### config.mk
export PLATFORM = sky130hd
export DESIGN_NAME = bcd_counter_multi
export DESIGN_NICKNAME = d
export VERILOG_FILES = /design/src/rtl/bcd_pkg.sv /design/src/rtl/bcd_digit.sv /design/src/rtl/bcd_counter_multi.sv
export SDC_FILE = /design/constraint.sdc
export NUM_CORES = 1
export LEC_CHECK = 0
export CAP_MARGIN = 10
export CORE_UTILIZATION = 44
export CTS_CLUSTER_DIAMETER = 150
export DETAILED_ROUTE_END_ITERATION = 6
export MAX_ROUTING_LAYER = met4
export PLACE_DENSITY_LB_ADDON = 0.3
export SKIP_LAST_GASP = 1
export SYNTH_ARGS = -nofsm -noshare
export SYNTH_HDL_FRONTEND = slang
export SYNTH_SLANG_ARGS = --single-unit
### constraint.sdc
create_clock -name clk_i -period 2.9 [get_ports clk_i]
set_clock_uncertainty 0.2 [all_clocks]
set_input_delay 0.435 -clock clk_i [delete_from_list [all_inputs] [get_ports clk_i]]
set_output_delay 0.435 -clock clk_i [all_outputs]
set_load 0.01 [all_outputs]
### src/rtl/bcd_pkg.sv
// Shared BCD definitions for the multi-digit BCD counter.
// Contents:
//   BCD_W       - width of one BCD digit
//   BCD_MAX     - largest legal BCD digit value
//   bcd_digit_t - one BCD digit
//   bcd_clamp   - maps any illegal digit (>9) to 9
package bcd_pkg;

    localparam int unsigned BCD_W = 4;

    typedef logic [BCD_W-1:0] bcd_digit_t;

    localparam bcd_digit_t BCD_MAX = 4'd9;

    function automatic bcd_digit_t bcd_clamp(input bcd_digit_t d);
        return (d > BCD_MAX) ? BCD_MAX : d;
    endfunction

endpackage

### src/rtl/bcd_digit.sv
// One BCD digit of the counter's next-value chain (purely combinational).
// Ports:
//   digit_i - current value of this digit
//   inc_i   - chain counts upward
//   dec_i   - chain counts downward (ignored when inc_i is set)
//   cin_i   - carry-in (up) / borrow-in (down) from the next lower digit
//   digit_o - value this digit takes if the chain steps
//   cout_o  - carry-out (9->0 going up) / borrow-out (0->9 going down)
module bcd_digit
    import bcd_pkg::*;
(
    input  logic [3:0] digit_i,
    input  logic       inc_i,
    input  logic       dec_i,
    input  logic       cin_i,
    output logic [3:0] digit_o,
    output logic       cout_o
);

    always_comb begin
        digit_o = digit_i;
        cout_o  = 1'b0;
        if (cin_i) begin
            if (inc_i) begin
                if (digit_i == BCD_MAX) begin
                    digit_o = '0;
                    cout_o  = 1'b1;
                end else begin
                    digit_o = digit_i + 4'd1;
                end
            end else if (dec_i) begin
                if (digit_i == '0) begin
                    digit_o = BCD_MAX;
                    cout_o  = 1'b1;
                end else begin
                    digit_o = digit_i - 4'd1;
                end
            end
        end
    end

endmodule

### src/rtl/bcd_counter_multi.sv
// Multi-digit up/down BCD counter with clear, clamped parallel load, output freeze and a
// registered wrap/borrow pulse for cascading.
// Build option: define BCD_CNT_SATURATE_EN to stop at MAX_VAL (up) / 0 (down) instead of
// wrapping; carry then pulses once on the edge that reaches the limit.
// Ports:
//   clk_i       - system clock
//   rst_ni      - asynchronous active-low reset
//   clken_i     - count enable, one step per enabled edge
//   clr_i       - synchronous clear (highest priority)
//   up_dn_i     - 1 = count up, 0 = count down
//   load_i      - synchronous parallel load (below clr, above clken)
//   load_data_i - BCD load value, digit 0 in bits [3:0]
//   freeze_i    - hold data_o while the internal count keeps running
//   data_o      - registered BCD count
//   carry_o     - registered one-cycle pulse on wrap/borrow
//   busy_max_o  - combinational: internal count at MAX_VAL (up) or 0 (down)
module bcd_counter_multi
    import bcd_pkg::*;
#(
    parameter int unsigned              DIGITS  = 4,
    parameter logic [4*DIGITS-1:0]      MAX_VAL = {DIGITS{4'h9}}
) (
    input  logic                  clk_i,
    input  logic                  rst_ni,
    input  logic                  clken_i,
    input  logic                  clr_i,
    input  logic                  up_dn_i,
    input  logic                  load_i,
    input  logic [4*DIGITS-1:0]   load_data_i,
    input  logic                  freeze_i,
    output logic [4*DIGITS-1:0]   data_o,
    output logic                  carry_o,
    output logic                  busy_max_o
);

    localparam int unsigned W = BCD_W * DIGITS;

    logic [W-1:0]    count_q, count_d;
    logic [W-1:0]    data_q, data_d;
    logic            carry_q, carry_d;
    logic [W-1:0]    step_val;
    logic [W-1:0]    load_clamped;
    logic [DIGITS:0] chain;
    logic            at_limit;

    // The digit chain always runs in the current direction; clken only gates whether the
    // stepped value is taken. This keeps the top borrow-out meaningful as a zero detect.
    assign chain[0] = 1'b1;

    for (genvar i = 0; i < DIGITS; i++) begin : g_digit
        bcd_digit u_digit (
            .digit_i (count_q[i*BCD_W +: BCD_W]),
            .inc_i   (up_dn_i),
            .dec_i   (~up_dn_i),
            .cin_i   (chain[i]),
            .digit_o (step_val[i*BCD_W +: BCD_W]),
            .cout_o  (chain[i+1])
        );
    end

    // Going down, a borrow out of the top digit means every digit was 0.
    assign at_limit   = up_dn_i ? (count_q == MAX_VAL) : chain[DIGITS];
    assign busy_max_o = at_limit;

    // Illegal digits become 9 first, then the whole value is capped at MAX_VAL.
    always_comb begin
        load_clamped = '0;
        for (int i = 0; i < int'(DIGITS); i++) begin
            load_clamped[i*BCD_W +: BCD_W] = bcd_clamp(load_data_i[i*BCD_W +: BCD_W]);
        end
        if (load_clamped > MAX_VAL) begin
            load_clamped = MAX_VAL;
        end
    end

    always_comb begin
        count_d = count_q;
        carry_d = 1'b0;
        if (clr_i) begin
            count_d = '0;
        end else if (load_i) begin
            count_d = load_clamped;
        end else if (clken_i) begin
`ifdef BCD_CNT_SATURATE_EN
            if (!at_limit) begin
                count_d = step_val;
                carry_d = up_dn_i ? (step_val == MAX_VAL) : (step_val == '0);
            end
`else
            if (at_limit) begin
                count_d = up_dn_i ? '0 : MAX_VAL;
                carry_d = 1'b1;
            end else begin
                count_d = step_val;
            end
`endif
        end
    end

    // data_o follows the value produced at this edge, so it adds no latency over the count.
    assign data_d = freeze_i ? data_q : count_d;

    always_ff @(posedge clk_i or negedge rst_ni) begin
        if (!rst_ni) begin
            count_q <= '0;
            data_q  <= '0;
            carry_q <= 1'b0;
        end else begin
            count_q <= count_d;
            data_q  <= data_d;
            carry_q <= carry_d;
        end
    end

    assign data_o  = data_q;
    assign carry_o = carry_q;

endmodule

==> results of run 1 <==
-- cell families (layout without fill, tap and decap cells) --
kind of cell               after synthesis  in the layout
AOI/OAI and AO/OA                       94             94
DFF                                     33             33
and+or+nand+nor                        102            102
adders and majority gates               12             12
buffers and inverters                   42            115
muxes                                   12             12
-- worst min-delay path, delay by kind of cell (launching register included) --
family           cells  cell delay [ps]
flip-flops           1              340
AND/OR/NAND/NOR      1               50
AO/OA/AOI/OAI        1               60
-- state kept, by name (all words and copies together) (netlist names) --
name     flops
carry_o      1
count_q     16
data_o      16
-- cells in the final DEF, fill, tap and decap left out, types with 4 or more instances in the layout --
cell type / synthesis / layout
nor3_1: 7 / 7
a31oi_1: 10 / 10
nand2b_1: 8 / 8
a311oi_1: 4 / 4
ha_1: 12 / 12
nand3b_1: 4 / 4
nor2_1: 19 / 19
nor2b_1: 8 / 8
a21oi_1: 16 / 16
a211oi_1: 5 / 5
nand3_1: 6 / 6
inv_1: 21 / 21
clkbuf_8: 0 / 6
o21ai_0: 13 / 13
o31ai_1: 8 / 8
buf_4: 0 / 47
clkdlybuf4s50_1: 0 / 39
mux2_2: 8 / 8
nand2_1: 27 / 27
dfrtp_1: 33 / 33
nand4b_1: 4 / 4
o21ai_1: 5 / 5
-- final timing paths --
check | from | end
worst max-delay path | up_dn_i | busy_max_o
worst min-delay path | data_o[2] | data_o[2]
worst max register to register | count_q[1] | data_o[8]
worst min register to register | data_o[2] | data_o[2]
max in group asynchronous | rst_ni | count_q[13]
min in group asynchronous | rst_ni | count_q[2]
-- repair_timing --
action	4_1_cts	5_1_grt
gates resized for setup	4	1
setup buffers	1	0
endpoints found under the setup margin	1	3
pin swaps	1	1
-- where the power goes --
part,switching [W],internal [W],total (W)
clock network,0.000168,0.000187,0.000356
registers,0.0000287,0.000496,0.000524
logic,0.000214,0.000219,0.000433
-- layout make-up --
class / count / area, um^2
repair buffers: 87 / 748
fillers: 504 / 2160
clock inverters: 1 / 7.51
well taps: 72 / 90.1
clock buffers: 6 / 82.6
inverters: 21 / 78.8
flip-flops and latches: 33 / 826
multi-input cells: 220 / 1550
-- stage by stage --
stage | hold WS (ps) | total power (W) | instance area [um^2] | worst slack, ps
2_1_floorplan | -60.6 | 0.000759 | 2530 | 361
3_3_place_gp | 265 | 0.000951 | 3280 | -372
3_5_place_dp | 266 | 0.000958 | 3280 | -346
4_1_cts | 287 | 0.00132 | 3370 | 66.1
5_1_grt | 297 | 0.00139 | 3380 | 6.46
6_report | 285 | 0.00131 | 3380 | 42.8
-- layer usage --
layer / routed length (um) / GRT usage / vias to the layer above / share of wire
met5: 0 / - / - / 0
met4: 119 / 0.0943 / 0 / 0.017
met3: 246 / 0.0282 / 11 / 0.036
met2: 3250 / 0.396 / 58 / 0.48
met1: 3220 / 0.327 / 1183 / 0.47
li1: - / - / 1231 / -
==> flow_summary_export.csv, run 1 <==
group,metric,value,unit
yosys,async_reset_ff_frac,1.00,
yosys,synth_area_leaders,"dfrtp_1 33%, ha_1 5.9%, nand2_1 4.0%",
yosys,ys_top_cells_by_count,"33 x dfrtp_1, 27 x nand2_1, 21 x inv_1",
critical_path,cp-end-kind,"primary output",
yosys,yosysTopAreaCell,"dfrtp_1",
cts,hold_buffers,0,
global_routing,overflow,0,
global_routing,first_global_vias,2381,
yosys,synth_top_family_by_area,"compound AO/OA/AOI/OAI gates",
yosys,yosys.area_share.adder,0.0593,
route,routedWlPerCell,15.5,um
critical_path,critPathLaunchType,"input pin",
place,gp_congestion,0.915,
route,drt_iter0_drc,72,
pwr,leakage,1.49,nW
die,initial_core_util,0.457,
yosys,syn_inst,295,
yosys,synth.most_common_cell,"dfrtp_1",
cells_and_area,fin_cells,440,
yosys,syn-cell-area,2530,um^2
critical_path,crit_family,"simple AND/OR/NAND/NOR gates",
cts,insertion_delay,280,ps
run,drv_cap,0,
pwr,ir_drop,353,uV
yosys,synth-simple-area-share,0.222,
sta,fmax,350,MHz
yosys,synthMuxAreaShare,0.0534,
cts,htree_levels,2,
min_path,hold_class,"flop to flop",
yosys,yosys_warnings,0,
critical_path,ff2ff_path_depth,11,
yosys,synth_seq_cells,33,
die,rows,27,
die,ioPinCount,41,
route,drcViolationCount,0,
critical_path,reg2reg_slack,210,ps
cts,clockBufferDepth,2,
route,drt.antenna.violating_nets,0,
sta,relSlewSlack,0.722,
cells_and_area,nets,403,
cells_and_area,syn2layout_area_growth,33.4,%
sta,finalSetupTns,0,ps
cts,clockRootBuffer,"clkbuf_8",
cts,cts_tree,"yes",
yosys,syn-num-nets,330,
global_routing,grt_use_total,0.250,
critical_path,arrival,2220,ps
cts,cts_sinks,33,
sta,worst_pin_slew,416,ps
die,fp.coreArea,5540,um^2
critical_path,cpPeakStageDelay,550,ps
yosys,synth.distinct_cells,58,
yosys,syn_avg_cell_area,8.58,um^2
critical_path,cp_max_fo,2,
cells_and_area,post-route-util,0.610,
die,die-area,6060,um^2
cells_and_area,drive_gt1_frac,0.215,
critical_path,worstPathCellList,"clkdlybuf4s50_1 > or4b_4 > and2_4 > o41ai_4 > buf_2",
sta,hold_violations,0,
route,post_drt_via_cell_ratio,5.64,
critical_path,cp.depth,5,
cts,clkTransAtPathRegs,70,ps
sta,slew_violations,0,
die,dieHeight,77.9,um
route,num_vias,2483,
global_routing,antenna_found_initial,0,
yosys,synth_top_area_frac,0.326,
yosys,synth-edff-count,0,
place,port-buffer-count,40,
sta,setup_viol,0,
yosys,synth_xor_area_frac,0,
critical_path,crit_buf_inv,2,
die,die_w,77.9,um
global_routing,grt_pass1_wl,11400,um
route,finalWirelength,6840,um
route,dr.pass1.iters,4,
place,dp_hpwl,5170,um
critical_path,cp_slowest_cell,"or4b_4",
critical_path,critical_path_required,2270,ps
cts,numCtsBuffers,5,
pwr,powerDensity,389,nW/um^2
sta,fin_crit,2860,ps
global_routing,grt_max_degree,34,
yosys,ys_seq_area_frac,0.326,
sta,rsz0062_at_grt,"false",
cells_and_area,antenna_cells,0,
critical_path,critPathKind,"input pin to primary output",
sta,period_share,0.985,
min_path,whs_path_depth,2,
yosys,synth-compound-area-share,0.273,
status,status,"completed",
yosys,yosys_most_used_dff,"dfrtp_1",
place,place_inst,432,
Note: power is estimated with default switching activity, not from simulation.
==> inputs of run 2 (changes only) <==
SKIP_CTS_REPAIR_TIMING = 1   (was unset)
==> flow_summary_export.csv, run 2 (synthesis gave the netlist of run 1 again) <==
group,metric,value,unit
pwr,leakage,1.49,nW
global_routing,antenna_found_initial,0,
critical_path,setup.worst_path.end,"busy_max_o",
route,num_vias,2488,
cells_and_area,fill_cells,504,
critical_path,reg2reg_slack,210,ps
cells_and_area,ff_latch_area,826,um^2
route,drt_iter0_drc,88,
place,postPlaceCellArea,3280,um^2
critical_path,critPathLaunchType,"input pin",
die,die-area,6060,um^2
run,drv_cap,0,
critical_path,ff2ff_path_depth,7,
die,initial_core_util,0.457,
cells_and_area,antenna_cells,0,
sta,slew_violations,0,
critical_path,critPathKind,"input pin to primary output",
cts,clockBufferDepth,2,
sta,hold_violations,0,
die,fp.coreArea,5540,um^2
sta,fmax,348,MHz
cts,cts_sinks,33,
route,wl_met2,3270,um
cells_and_area,post-route-util,0.608,
route,routedWlPerCell,15.5,um
pwr,powerDensity,389,nW/um^2
route,post_drt_via_cell_ratio,5.67,
cells_and_area,syn2layout_area_growth,33.1,%
place,dp_slack,-346,ps
cts,clkTransAtPathRegs,70,ps
critical_path,reg2reg_to,"data_o[12]",
route,finalWirelength,6820,um
critical_path,worstPathCellList,"clkdlybuf4s50_1 > or4b_4 > and2_4 > o41ai_4 > clkbuf_2",
die,ioPinCount,41,
critical_path,arrival,2240,ps
route,routed.top_layer,"met4",
route,wl_met3,281,um
route,wl_met1,3180,um
cells_and_area,multi_input_area,1550,um^2
cells_and_area,drive_gt1_frac,0.213,
sta,finalSetupTns,0,ps
global_routing,grt_pass1_wl,11300,um
place,gp_congestion,0.915,
critical_path,crit_path_start,"up_dn_i",
cells_and_area,final_area,3370,um^2
global_routing,first_global_vias,2370,
sta,relSlewSlack,0.723,
status,status,"completed",
place,dp_hpwl,5170,um
pwr,ir_drop,352,uV
critical_path,cpPeakStageDelay,550,ps
sta,holdWs,285,ps
critical_path,cp-end-kind,"primary output",
sta,worst_pin_slew,416,ps
critical_path,cp_slowest_cell,"or4b_4",
cts,numCtsBuffers,5,
cts,cts_tree,"yes",
die,die_w,77.9,um
sta,setup_slack,29.8,ps
sta,fin_crit,2870,ps
sta,setup_viol,0,
route,drt.antenna.violating_nets,0,
route,drcViolationCount,0,
die,rows,27,
min_path,hold_class,"flop to flop",
global_routing,grt_use_total,0.248,
cts,insertion_delay,280,ps
cts,clockRootBuffer,"clkbuf_8",
cells_and_area,mostFrequentLayoutCell,"buf_4",
sta,period_share,0.990,
global_routing,overflow,0,
place,port-buffer-count,40,
critical_path,rr_startpoint,"count_q[4]",
cells_and_area,layout_common_cells,"46 x buf_4, 39 x clkdlybuf4s50_1, 33 x dfrtp_1",
cts,htree_levels,2,
sta,rsz0062_at_grt,"true",
die,dieHeight,77.9,um
route,dr.pass1.iters,4,
min_path,whs_path_depth,2,
cells_and_area,nets,402,
critical_path,cp_max_fo,2,
global_routing,grt_max_degree,34,
critical_path,critical_path_required,2270,ps
run 2: layer usage:
metal,global-route usage,vias to the layer above
met5,-,-
met2,0.394,66
li1,-,1229
met1,0.324,1183
met3,0.0282,10
met4,0.0943,0
run 2: where the power goes:
part	internal, W	leakage [nW]	total, W	switching [W]
combinational	0.000219	1.01	0.000432	0.000213
sequential	0.000496	0.435	0.000524	0.0000286
clock	0.000187	0.0433	0.000355	0.000168
total	0.000902	1.49	0.00131	0.000410
run 2: critical path: cells and delay by family:
kind / cells / cell delay (ps)
buffers and inverters: 2 / 640
and+or+nand+nor: 2 / 730
AOI/OAI and AO/OA: 1 / 430
run 2: worst min-delay path by stage:
stage,from,end,slack [ps]
after global placement,data_o[10],data_o[10],270
after floorplan,rst_ni,carry_o,-60
after CTS,data_o[2],data_o[2],290
final,data_o[2],data_o[2],290
after detailed placement,data_o[10],data_o[10],270
after global routing,data_o[2],data_o[2],300
run 2: cell type report:
type,count,share of cell area
multi-input combinational,220,0.458
clock inverter,1,0.00223
tap,72,0.0267
timing repair buffer,86,0.220
inverter,21,0.0234
sequential,33,0.245
clock buffer,6,0.0245
run 2: stage by stage:
step / total power [W] / std cells
after floorplan: 0.000759 / 295
after global placement: 0.000951 / 432
after detailed placement: 0.000958 / 432
after global routing: 0.00139 / 439
final: 0.00131 / 439
after CTS: 0.00132 / 439
